## src/rtl/ifid_stall_ctrl_pkg.sv

```systemverilog
// Shared front-end pipeline definitions: NOP encoding, default control width,
// stall FSM state encoding and the IF/ID register payload.
package ifid_stall_ctrl_pkg;

    localparam logic [31:0]  NOP_INSTR  = 32'h0000_0000;
    localparam int unsigned  CTRL_W_DEF = 9;

    localparam logic [0:0]   ST_RUN   = 1'b0;
    localparam logic [0:0]   ST_STALL = 1'b1;

    typedef struct packed {
        logic [31:0] instr;
        logic [31:0] pc_plus4;
        logic        valid;
    } ifid_t;

endpackage

```

## src/rtl/ifid_stall_ctrl_sat_counter.sv

```systemverilog
// Saturating event counter with synchronous clear that wins over increment.
module sat_counter #(
    parameter int unsigned W = 16
) (
    input  logic         clk,
    input  logic         rst_n,
    input  logic         inc,
    input  logic         clr,
    output logic [W-1:0] cnt
);

    always_ff @(posedge clk or negedge rst_n) begin
        if (!rst_n) begin
            cnt <= '0;
        end else if (clr) begin
            cnt <= '0;
        end else if (inc && (cnt != '1)) begin
            cnt <= cnt + W'(1);
        end
    end

endmodule

```

## src/rtl/ifid_stall_ctrl.sv

```systemverilog
// IF/ID register and ID/EX control stage with stall/flush handling, a stall
// episode FSM, a runaway-stall watchdog and saturating event counters.
module ifid_stall_ctrl
    import ifid_stall_ctrl_pkg::*;
#(
    parameter int unsigned CTRL_W    = CTRL_W_DEF,
    parameter int unsigned MAX_STALL = 4,
    parameter int unsigned CNT_W     = 16
) (
    input  logic              clk,
    input  logic              rst_n,
    input  logic              Stall_Data_Hazard,
    input  logic              flush,
    input  logic [31:0]       instr_if,
    input  logic [31:0]       pc_plus4_if,
    input  logic [CTRL_W-1:0] ctrl_id,
    input  logic              clr_stats,
    output logic              PCWrite,
    output logic [31:0]       instr_id,
    output logic [31:0]       pc_plus4_id,
    output logic              valid_id,
    output logic [CTRL_W-1:0] ctrl_ex,
    output logic              valid_ex,
    output logic              stall_active,
    output logic              stall_timeout,
    output logic [CNT_W-1:0]  stall_cnt,
    output logic [CNT_W-1:0]  flush_cnt
);

    localparam int unsigned RUN_W = $clog2(MAX_STALL + 1);

    logic             stall_eff;
    ifid_t            ifid_q;
    logic [0:0]       state_q, state_d;
    logic [RUN_W-1:0] run_len_q, run_len_d;
    logic             timeout_d;
    logic             at_limit;

    // Flush wins over a coincident stall request.
    assign stall_eff = Stall_Data_Hazard & ~flush;
    assign PCWrite   = ~stall_eff;
    assign at_limit  = (run_len_q == RUN_W'(MAX_STALL));

    assign instr_id     = ifid_q.instr;
    assign pc_plus4_id  = ifid_q.pc_plus4;
    assign valid_id     = ifid_q.valid;
    assign stall_active = (state_q == ST_STALL);

    // IF/ID register: squash keeps the PC+4 so debug still sees where we were.
    always_ff @(posedge clk or negedge rst_n) begin
        if (!rst_n) begin
            ifid_q <= '{instr: NOP_INSTR, pc_plus4: 32'h0, valid: 1'b0};
        end else if (flush) begin
            ifid_q.instr <= NOP_INSTR;
            ifid_q.valid <= 1'b0;
        end else if (!stall_eff) begin
            ifid_q <= '{instr: instr_if, pc_plus4: pc_plus4_if, valid: 1'b1};
        end
    end

    // ID/EX control: stall or flush inject a bubble.
    always_ff @(posedge clk or negedge rst_n) begin
        if (!rst_n) begin
            ctrl_ex  <= '0;
            valid_ex <= 1'b0;
        end else if (flush || stall_eff) begin
            ctrl_ex  <= '0;
            valid_ex <= 1'b0;
        end else begin
            ctrl_ex  <= ctrl_id;
            valid_ex <= ifid_q.valid;
        end
    end

    always_ff @(posedge clk or negedge rst_n) begin
        if (!rst_n) begin
            state_q       <= ST_RUN;
            run_len_q     <= '0;
            stall_timeout <= 1'b0;
        end else begin
            state_q       <= state_d;
            run_len_q     <= run_len_d;
            stall_timeout <= timeout_d;
        end
    end

    // Stall episode tracking and sticky watchdog.
    always_comb begin
        state_d   = state_q;
        run_len_d = run_len_q;
        timeout_d = stall_timeout;

        if (state_q == ST_STALL) begin
            if (stall_eff) begin
                if (!at_limit) run_len_d = run_len_q + RUN_W'(1);
            end else begin
                state_d   = ST_RUN;
                run_len_d = '0;
            end
        end else begin
            if (stall_eff) begin
                state_d   = ST_STALL;
                run_len_d = RUN_W'(1);
            end
        end

        if (clr_stats) begin
            timeout_d = 1'b0;
        end else if (stall_eff && at_limit) begin
            timeout_d = 1'b1;
        end
    end

    sat_counter #(.W(CNT_W)) u_stall_cnt (
        .clk   (clk),
        .rst_n (rst_n),
        .inc   (stall_eff),
        .clr   (clr_stats),
        .cnt   (stall_cnt)
    );

    sat_counter #(.W(CNT_W)) u_flush_cnt (
        .clk   (clk),
        .rst_n (rst_n),
        .inc   (flush),
        .clr   (clr_stats),
        .cnt   (flush_cnt)
    );

endmodule

```

## config.mk

```make
export PLATFORM = sky130hd
export DESIGN_NAME = ifid_stall_ctrl
export DESIGN_NICKNAME = d
export VERILOG_FILES = /design/src/rtl/ifid_stall_ctrl_pkg.sv /design/src/rtl/ifid_stall_ctrl_sat_counter.sv /design/src/rtl/ifid_stall_ctrl.sv
export SDC_FILE = /design/constraint.sdc
export NUM_CORES = 1
export LEC_CHECK = 0
export CAP_MARGIN = 20
export CORE_ASPECT_RATIO = 0.5
export CORE_MARGIN = 2
export CORE_UTILIZATION = 45
export DETAILED_ROUTE_END_ITERATION = 8
export GPL_ROUTABILITY_DRIVEN = 0
export GPL_TIMING_DRIVEN = 1
export PLACE_DENSITY = 0.92
export SYNTH_ARGS = -nofsm -noshare
export SYNTH_HDL_FRONTEND = slang
export SYNTH_HIERARCHICAL = 1
export SYNTH_SLANG_ARGS = --single-unit
```

## constraint.sdc

```tcl
create_clock -name clk -period 2.6 [get_ports clk]
set_clock_uncertainty 0.2 [all_clocks]
set_input_delay 0.26 -clock clk [delete_from_list [all_inputs] [get_ports clk]]
set_output_delay 0.26 -clock clk [all_outputs]
set_load 0.03 [all_outputs]
```

Yosys cells after proc, flatten, opt, wreduce, memory -nomap -nowiden

Cells that the tools add are included.

Bits of input ports: 78
Bits in registers: 112
Word-level logic and storage cells: 47
Output and inout bits: 110

Reduce and logical (&&, ||, !) cells: 10
Mux-type cells: 16
Bitwise gates (word level): 3
Add/subtract/negate cells: 3
Eq/ne operators: 5

Operators with widths:

| cell                    | count |
|---|---|
| $mux W65                | 1 |
| $mux W16                | 4 |
| $add A16 B1 Y16 const B | 2 |
| $mux W32                | 1 |
| $ne A16 B16 Y1 const B  | 2 |
| $mux W3                 | 4 |
| $mux W9                 | 1 |
| $reduce_bool A2 Y1      | 4 |
| $mux W1                 | 5 |
| $reduce_and A2 Y1       | 2 |
| $add A3 B1 Y3 const B   | 1 |
| $eq A3 B3 Y1 const B    | 1 |
| $logic_and A1 B1 Y1     | 3 |
| $ne A3 B3 Y1 const B    | 1 |
| $ne A2 B2 Y1 const B    | 1 |
| $not A1 Y1              | 2 |
| $and A1 B1 Y1           | 1 |
| $logic_or A1 B1 Y1      | 1 |

Depth between registers and ports, before layout

Gate-level depths: netlist of the first run.

Depth in word-level cells: 5
Mapped depth: 7
Gate-level depth less buffers: 5

Modules after synthesis

Netlist of the first run, hierarchy kept.

Modules (own cells, without submodules):

| module          | instances | area each (um^2) | sequential area each (um^2) | cells each |
|---|---|---|---|---|
| ifid_stall_ctrl | 1         | 3,309.4          | 2,001.9                     | 222 |
| sat_counter     | 2         | 942.2            | 400.4                       | 98 |

Worst setup path after synthesis of the first run

OpenSTA, ideal clock, no wires.

Kind: reg2reg
Start point: reg u_flush_cnt.cnt[0]
End point: reg u_flush_cnt.cnt[15]
Setup slack: 439 ps
Required time: 2,272 ps
Buffers on the path: 0
Data arrival time: 1,834 ps
Period minus slack after synthesis: 2,161 ps
Cell stages (with the launch flop): 6
Setup time: 128 ps
Cell sequence: dfrtp_1 -> ha_1 -> nand4_2 -> nor4_4 -> nor4_1 -> mux2_1

Longest elaborated chain between the ends: 3
Elaborated cells on any way between the ends: 6
Classes of those cells: 1 x add/sub; 1 x eq/ne; 2 x mux; 2 x reduce/logical

RTL lines:

| element                                                  | line                                                                 | source |
|---|---|---|
| start: declaration                                       | ifid_stall_ctrl_sat_counter.sv:9                                     | `output logic [W-1:0] cnt` |
| start signal: assignment                                 | ifid_stall_ctrl_sat_counter.sv:18                                    | `cnt <= cnt + W'(1);` |
| $add A16 B1 Y16 / $ne A16 B16 Y1 (equally long branches) | ifid_stall_ctrl_sat_counter.sv:18, ifid_stall_ctrl_sat_counter.sv:17 |  |
| $mux W16 / $logic_and A1 B1 Y1 (equally long branches)   | ifid_stall_ctrl_sat_counter.sv:17                                    | `end else if (inc && (cnt != '1)) begin` |
| $mux W16 / $reduce_bool A2 Y1 (equally long branches)    | --                                                                   |  |

Parallel ways exist; a longest one is shown, timed or not. The select of a mux whose other input is x is not followed.
A chain may end at the register's enable or synchronous reset.

Worst setup path in the final report of the first run

Start point: reg u_flush_cnt.cnt[0]
End point: reg u_flush_cnt.cnt[9]

The elaborated chain is that of the path after synthesis.

==> impl_metrics.json, run 1 <==
{
  "powerDensity_mw_per_mm2": 563,
  "wire_per_inst_um": 18.1,
  "pwr-share-clk_pct": 32.0,
  "rr_startpoint": "u_flush_cnt/cnt[0]",
  "cts.htree.levels": 3,
  "dpl_cell_area_mm2": 0.00716,
  "grt_first_pass_wirelength_um": 21000,
  "hp-start": "flush",
  "p_int_w": 0.00298,
  "setup.worst_path.start": "u_flush_cnt/cnt[0]",
  "core-area_mm2": 0.0111,
  "status": "completed",
  "synth_edf_count": 0,
  "finish.instance_area_mm2": 0.00746,
  "antenna_cells": 0,
  "ys_ff_latch": 112,
  "syn2layout_area_growth_pct": 43.6,
  "finalHoldViolCount": 0,
  "die_w_um": 156,
  "synth_top_area_cell": "dfrtp_1",
  "max_freq_ghz": 0.458,
  "rsz0062_at_grt": "no",
  "path_clk_slew_ns": 0.08,
  "drv_cap": 0,
  "drive_gt1_share_pct": 14.2,
  "cts_resized": 0,
  "critPathMaxFanout": 16,
  "multi_input_area_mm2": 0.00216,
  "clock_latency_ns": 0.34,
  "dieArea_mm2": 0.0125,
  "num_io_pins": 188,
  "numCtsBuffers": 9,
  "die_h_um": 80.0,
  "initial_core_util_pct": 46.7,
  "viasPerCell": 5.29,
  "drt-pass1-iter-count": 4,
  "finalCriticalPeriod_ns": 2.18,
  "utilization_pct": 67.1,
  "synth_ff_type": "dfrtp_1",
  "syn_area_per_cell_um2": 12.4,
  "worstHoldPathType": "input port to register",
  "crit_arrival_ns": 2.21,
  "peakVddDrop_v": 0.000349,
  "seq_area_mm2": 0.00280,
  "finalWorstSetupSlack_ns": 0.418,
  "cts_tree": "done",
  "drt_iter0_drc": 207,
  "netlist_area_mm2": 0.00519,
  "p_comb_share_pct": 22.0,
  "portBuffers": 187,
  "final_nets": 689,
  "synth_area_leaders": "dfrtp_1 54%, mux2_4 9.3%, mux2i_1 6.2%",
  "final_max_slew_viol_count": 0,
  "yosysTopAreaCellShare_pct": 54.0,
  "syn_inst": 418,
  "synth.most_common_cell": "dfrtp_1",
  "fin_setup_tns_ns": 0,
  "critical_path.endpoint_type": "register",
  "synth_nets": 500,
  "cts_root_buf": "clkbuf_16",
  "setup_viol": 0,
  "p_switching_w": 0.00122,
  "gr-usage-all-layers_pct": 21.7,
  "post-route-drc-count": 0,
  "yosysSeqAreaShare_pct": 54.0,
  "async_flop_share_pct": 100,
  "clock_path_buffers": 2,
  "cts_num_sinks": 112,
  "antenna_left": 0,
  "power.leakage_nw": 3.27,
  "wirelength_um": 13700,
  "relSlewSlack_pct": 61.0,
  "synth_cell_types": 42,
  "vias": 4007,
  "critPathRequiredTime_ns": 2.63,
  "dpl.hpwl_um": 9680,
  "antenna_found_initial": 0,
  "path_class": "register to register",
  "tightest_slew_ns": 0.585,
  "p_sw_share_pct": 29.1,
  "fin_crit_sh_pct": 83.9,
  "yosys_warnings": 6,
  "power_frac_seq_pct": 46.0,
  "finalPower_w": 0.00420,
  "critPathLaunchType": "register",
  "grt_pass1_vias": 3936,
  "yosys-top-cells-count": "112 x dfrtp_1, 40 x nor2_1, 32 x mux2_4, 32 x mux2i_1, 26 x a21oi_1",
  "grt_max_degree": 47,
  "fillers": 800,
  "rows": 27,
  "holdPathStages": 3,
  "r2r_cells": 6,
  "overflow": 0,
  "dp_slack_ns": 0.455
}
## metal layers
layer	global-route usage (%)	share of wire [%]	vias to the layer above
met5	0	0	-
met4	7.34	2.2	0
met3	3.75	2.7	22
met2	37.9	53	91
met1	27.8	43	1999
li1	-	-	1895
## stage by stage
stage | hold WS [ns] | instances
2_1_floorplan | -0.236 | 418
3_3_place_gp | 0.0144 | 740
3_5_place_dp | 0.0201 | 740
4_1_cts | 0.140 | 757
5_1_grt | 0.146 | 757
6_report | 0.151 | 757
## state kept, by name, indices dropped and copies added (netlist names)
signal and cells:
ctrl_ex 9, instr_id 32, pc_plus4_id 32, run_len_q 3, stall_active 1, stall_timeout 1
u_flush_cnt/cnt 16, u_stall_cnt/cnt 16, valid_ex 1, valid_id 1
## final timing paths
path | endpoint | slack (ns)
max in group asynchronous | pc_plus4_id[23] | 1.35
hold / removal | stall_active | 0.15
hold reg to reg | pc_plus4_id[4] | 0.31
setup reg to reg | u_flush_cnt/cnt[9] | 0.42
setup / recovery | u_flush_cnt/cnt[9] | 0.42
min in group asynchronous | instr_id[22] | 0.18
## cells in the final DEF (no fill, tap or decap), types with 3 or more instances in the layout
master and n:
mux2_4 32, and3_1 4, dfrtp_1 112, o31ai_1 14, and4_2 4, o21ai_0 3
or4_2 4, a21oi_1 26, mux2_1 8, nand4_1 13, or4_1 10, mux2i_1 32
nor3_1 3, nand3_1 6, nand2_1 14, or3_1 4, nor2b_1 8, ha_1 4
clkbuf_16 9, nand3b_1 3, o21ai_1 6, and2_1 9, nor2_1 40, inv_1 10
buf_4 11, nor4_1 8, inv_6 4, clkdlybuf4s50_1 184
## power by group through the flow
stage | Combinational [W] | Clock [W] | Sequential [W]
floorplan | 0.000260 | 0 | 0.00218
global placement | 0.000907 | 0 | 0.00195
detailed placement | 0.000927 | 0 | 0.00196
CTS | 0.000933 | 0.00138 | 0.00193
global route | 0.000969 | 0.00144 | 0.00194
finish | 0.000924 | 0.00135 | 0.00193
## cells by family (layout without fill, tap and decap cells)
logic type                 after synthesis  count (layout)  share of synthesized area, %
AOI/OAI and AO/OA                       56              56                          6.84
DFF                                    112             112                          54.0
buffers and inverters                   33             227                          4.41
muxes                                   73              73                          17.4
and+or+nand+nor                        140             140                          16.5
adders and majority gates                4               4                         0.964
## critical path: stages, from the launching register on
cell,delay (ns)
dfrtp_1,0.43
ha_1,0.24
nand4_2,0.14
nor4_4,0.37
buf_4,0.26
nor4_1,0.08
mux2_1,0.33
## area by class of cell
class                           count  area share [%]
Clock buffer                        9            3.02
Inverter                           11           0.554
Tap cell                          145            2.43
Timing Repair Buffer              200            26.6
Clock inverter                      7           0.789
Sequential cell                   112            37.6
Multi-Input combinational cell    273            29.0
## what timing repair did
action	4_1_cts	5_1_grt
hold buffers	1	0
setup buffers	0	0
endpoints found under the hold margin	26	0
No activity file was read; power rests on OpenSTA's default activity.
==> run 2, diff against run 1 <==
==> constraint.sdc (replaced) <==
create_clock -name clk -period 2.1 [get_ports clk]
set_clock_uncertainty 0.2 [all_clocks]
set_input_delay 0.21 -clock clk [delete_from_list [all_inputs] [get_ports clk]]
set_output_delay 0.21 -clock clk [all_outputs]
set_load 0.03 [all_outputs]
==> impl_metrics.json, run 2 (synthesis gave the netlist of run 1 again) <==
{
  "critPathMaxFanout": 6,
  "worstHoldPathType": "input port to async pin",
  "worst-r2r-setup-slack_ns": 0.00004,
  "num_io_pins": 188,
  "grt_first_pass_wirelength_um": 22900,
  "viasPerCell": 5.44,
  "wirelength_um": 15300,
  "fin_crit_sh_pct": 100,
  "multi_input_area_mm2": 0.00223,
  "wire_per_inst_um": 19.7,
  "dieArea_mm2": 0.0125,
  "finalWorstSetupSlack_ns": 0.0000440,
  "mostFrequentLayoutCells": "184 x clkdlybuf4s50_1, 108 x dfrtp_1, 40 x nor2_1, 32 x mux2i_1, 32 x mux2_4",
  "die_h_um": 80.0,
  "crit_arrival_ns": 2.17,
  "seq_area_mm2": 0.00281,
  "antenna_cells": 0,
  "finalCriticalPeriod_ns": 2.10,
  "utilization_pct": 69.5,
  "fillers": 749,
  "relSlewSlack_pct": 61.5,
  "path_class": "register to register",
  "numCtsBuffers": 9,
  "powerDensity_mw_per_mm2": 710,
  "gr-usage-all-layers_pct": 23.9,
  "overflow": 0,
  "rows": 27,
  "fin_setup_tns_ns": 0,
  "clock_path_buffers": 2,
  "antenna_found_initial": 0,
  "finalHoldViolCount": 0,
  "power.leakage_nw": 3.39,
  "grt_max_degree": 42,
  "critPathLaunchType": "register",
  "max_freq_ghz": 0.476,
  "vias": 4203,
  "core-area_mm2": 0.0111,
  "final_max_slew_viol_count": 0,
  "initial_core_util_pct": 46.7,
  "final_common_cell": "clkdlybuf4s50_1",
  "cts_tree": "done",
  "placed_cells": 747,
  "clock_latency_ns": 0.35,
  "setup_viol": 0,
  "r2r_cells": 7,
  "critical_path.endpoint_type": "register",
  "die_w_um": 156,
  "layout.cells.non_filler": 773,
  "drive_gt1_share_pct": 18.0,
  "dpl.hpwl_um": 10200,
  "portBuffers": 187,
  "cts_root_buf": "clkbuf_16",
  "cts.htree.levels": 3,
  "drt-pass1-iter-count": 4,
  "path_clk_slew_ns": 0.07,
  "peakVddDrop_v": 0.000427,
  "tightest_slew_ns": 0.577,
  "finalPower_w": 0.00548,
  "critPathRequiredTime_ns": 2.17,
  "drt_iter0_drc": 200,
  "dp_slack_ns": 0.0604,
  "antenna_left": 0,
  "final_nets": 705,
  "post-route-drc-count": 0,
  "status": "completed",
  "cts_num_sinks": 112,
  "rsz0062_at_grt": "yes",
  "drv_cap": 0,
  "syn2layout_area_growth_pct": 48.8,
  "grt_pass1_vias": 4222
}
## run 2: cell count changes in the layout (fill, tap and decap cells not counted), moves of 3 or more
cell | previous run | this run
buf_4 | 11 | 24
clkbuf_8 | 0 | 3
dfrtp_1 | 112 | 108
dfrtp_2 | 0 | 4
inv_6 | 4 | 0
nor4_1 | 8 | 4
nor4_2 | 0 | 4
## run 2: worst max-delay path, cell delays in order (launching register included)
cell,delay [ns]
dfrtp_2,0.44
ha_4,0.19
nand4_4,0.10
nor4_4,0.05
buf_4,0.15
buf_4,0.13
or4_2,0.62
a21oi_2,0.14
## run 2: stage by stage
step	hold WS [ns]	cell area, µm²
5_1_grt	0.116	7730
6_report	0.0928	7730
3_5_place_dp	-0.0799	7240
4_1_cts	0.0882	7590
2_1_floorplan	-0.286	5200
3_3_place_gp	-0.0854	7240
## run 2: worst paths after layout
path,from,end
min in group clk,flush,stall_active
min reg2reg,pc_plus4_id[0],pc_plus4_id[0]
max,u_flush_cnt/cnt[0],u_flush_cnt/cnt[3]
max reg2reg,u_flush_cnt/cnt[0],u_flush_cnt/cnt[3]
min,rst_n,instr_id[27]
max in group asynchronous,rst_n,run_len_q[0]
## run 2: area by class of cell
| cell class | instances | area share [%] |
|---|---|---|
| clock inverter | 2 | 0.777 |
| inverter | 11 | 0.534 |
| multi-input combinational | 273 | 28.8 |
| tap | 145 | 2.35 |
| sequential | 112 | 36.3 |
| timing repair buffer | 216 | 27.6 |
| clock buffer | 14 | 3.55 |
## run 2: where the power goes
group | leakage, nW | internal [W] | switching, W
clock | 0.163 | 0.00115 | 0.000762
combinational | 1.78 | 0.000576 | 0.000602
sequential | 1.45 | 0.00230 | 0.0000970
## run 2: metal layers
metal	part of all wire [%]	global-route usage (%)	vias up
met5	0	0	-
met4	2.7	8.35	0
met3	4.2	4.56	42
met2	54	43.8	136
met1	39	28.4	2113
li1	-	-	1912
## run 2: timing repair
action / CTS / global route
pin swaps: 2 / 4
resized for setup: 2 / 12
hold endpoints to repair: 112 / 0
setup endpoints to repair: 1 / 21
setup buffers: 0 / 10
hold buffers: 1 / 0
==> run 3, diff against run 2 <==
--- a/config.mk
+++ b/config.mk
@@ -5,7 +5,7 @@
 export SDC_FILE = /design/constraint.sdc
 export NUM_CORES = 1
 export LEC_CHECK = 0
-export CAP_MARGIN = 20
+export CAP_MARGIN = 15
 export CORE_ASPECT_RATIO = 0.5
 export CORE_MARGIN = 2
 export CORE_UTILIZATION = 45
==> results of run 3 <==
Same layout as run 2: the final DEF is identical, and so are final timing and power.
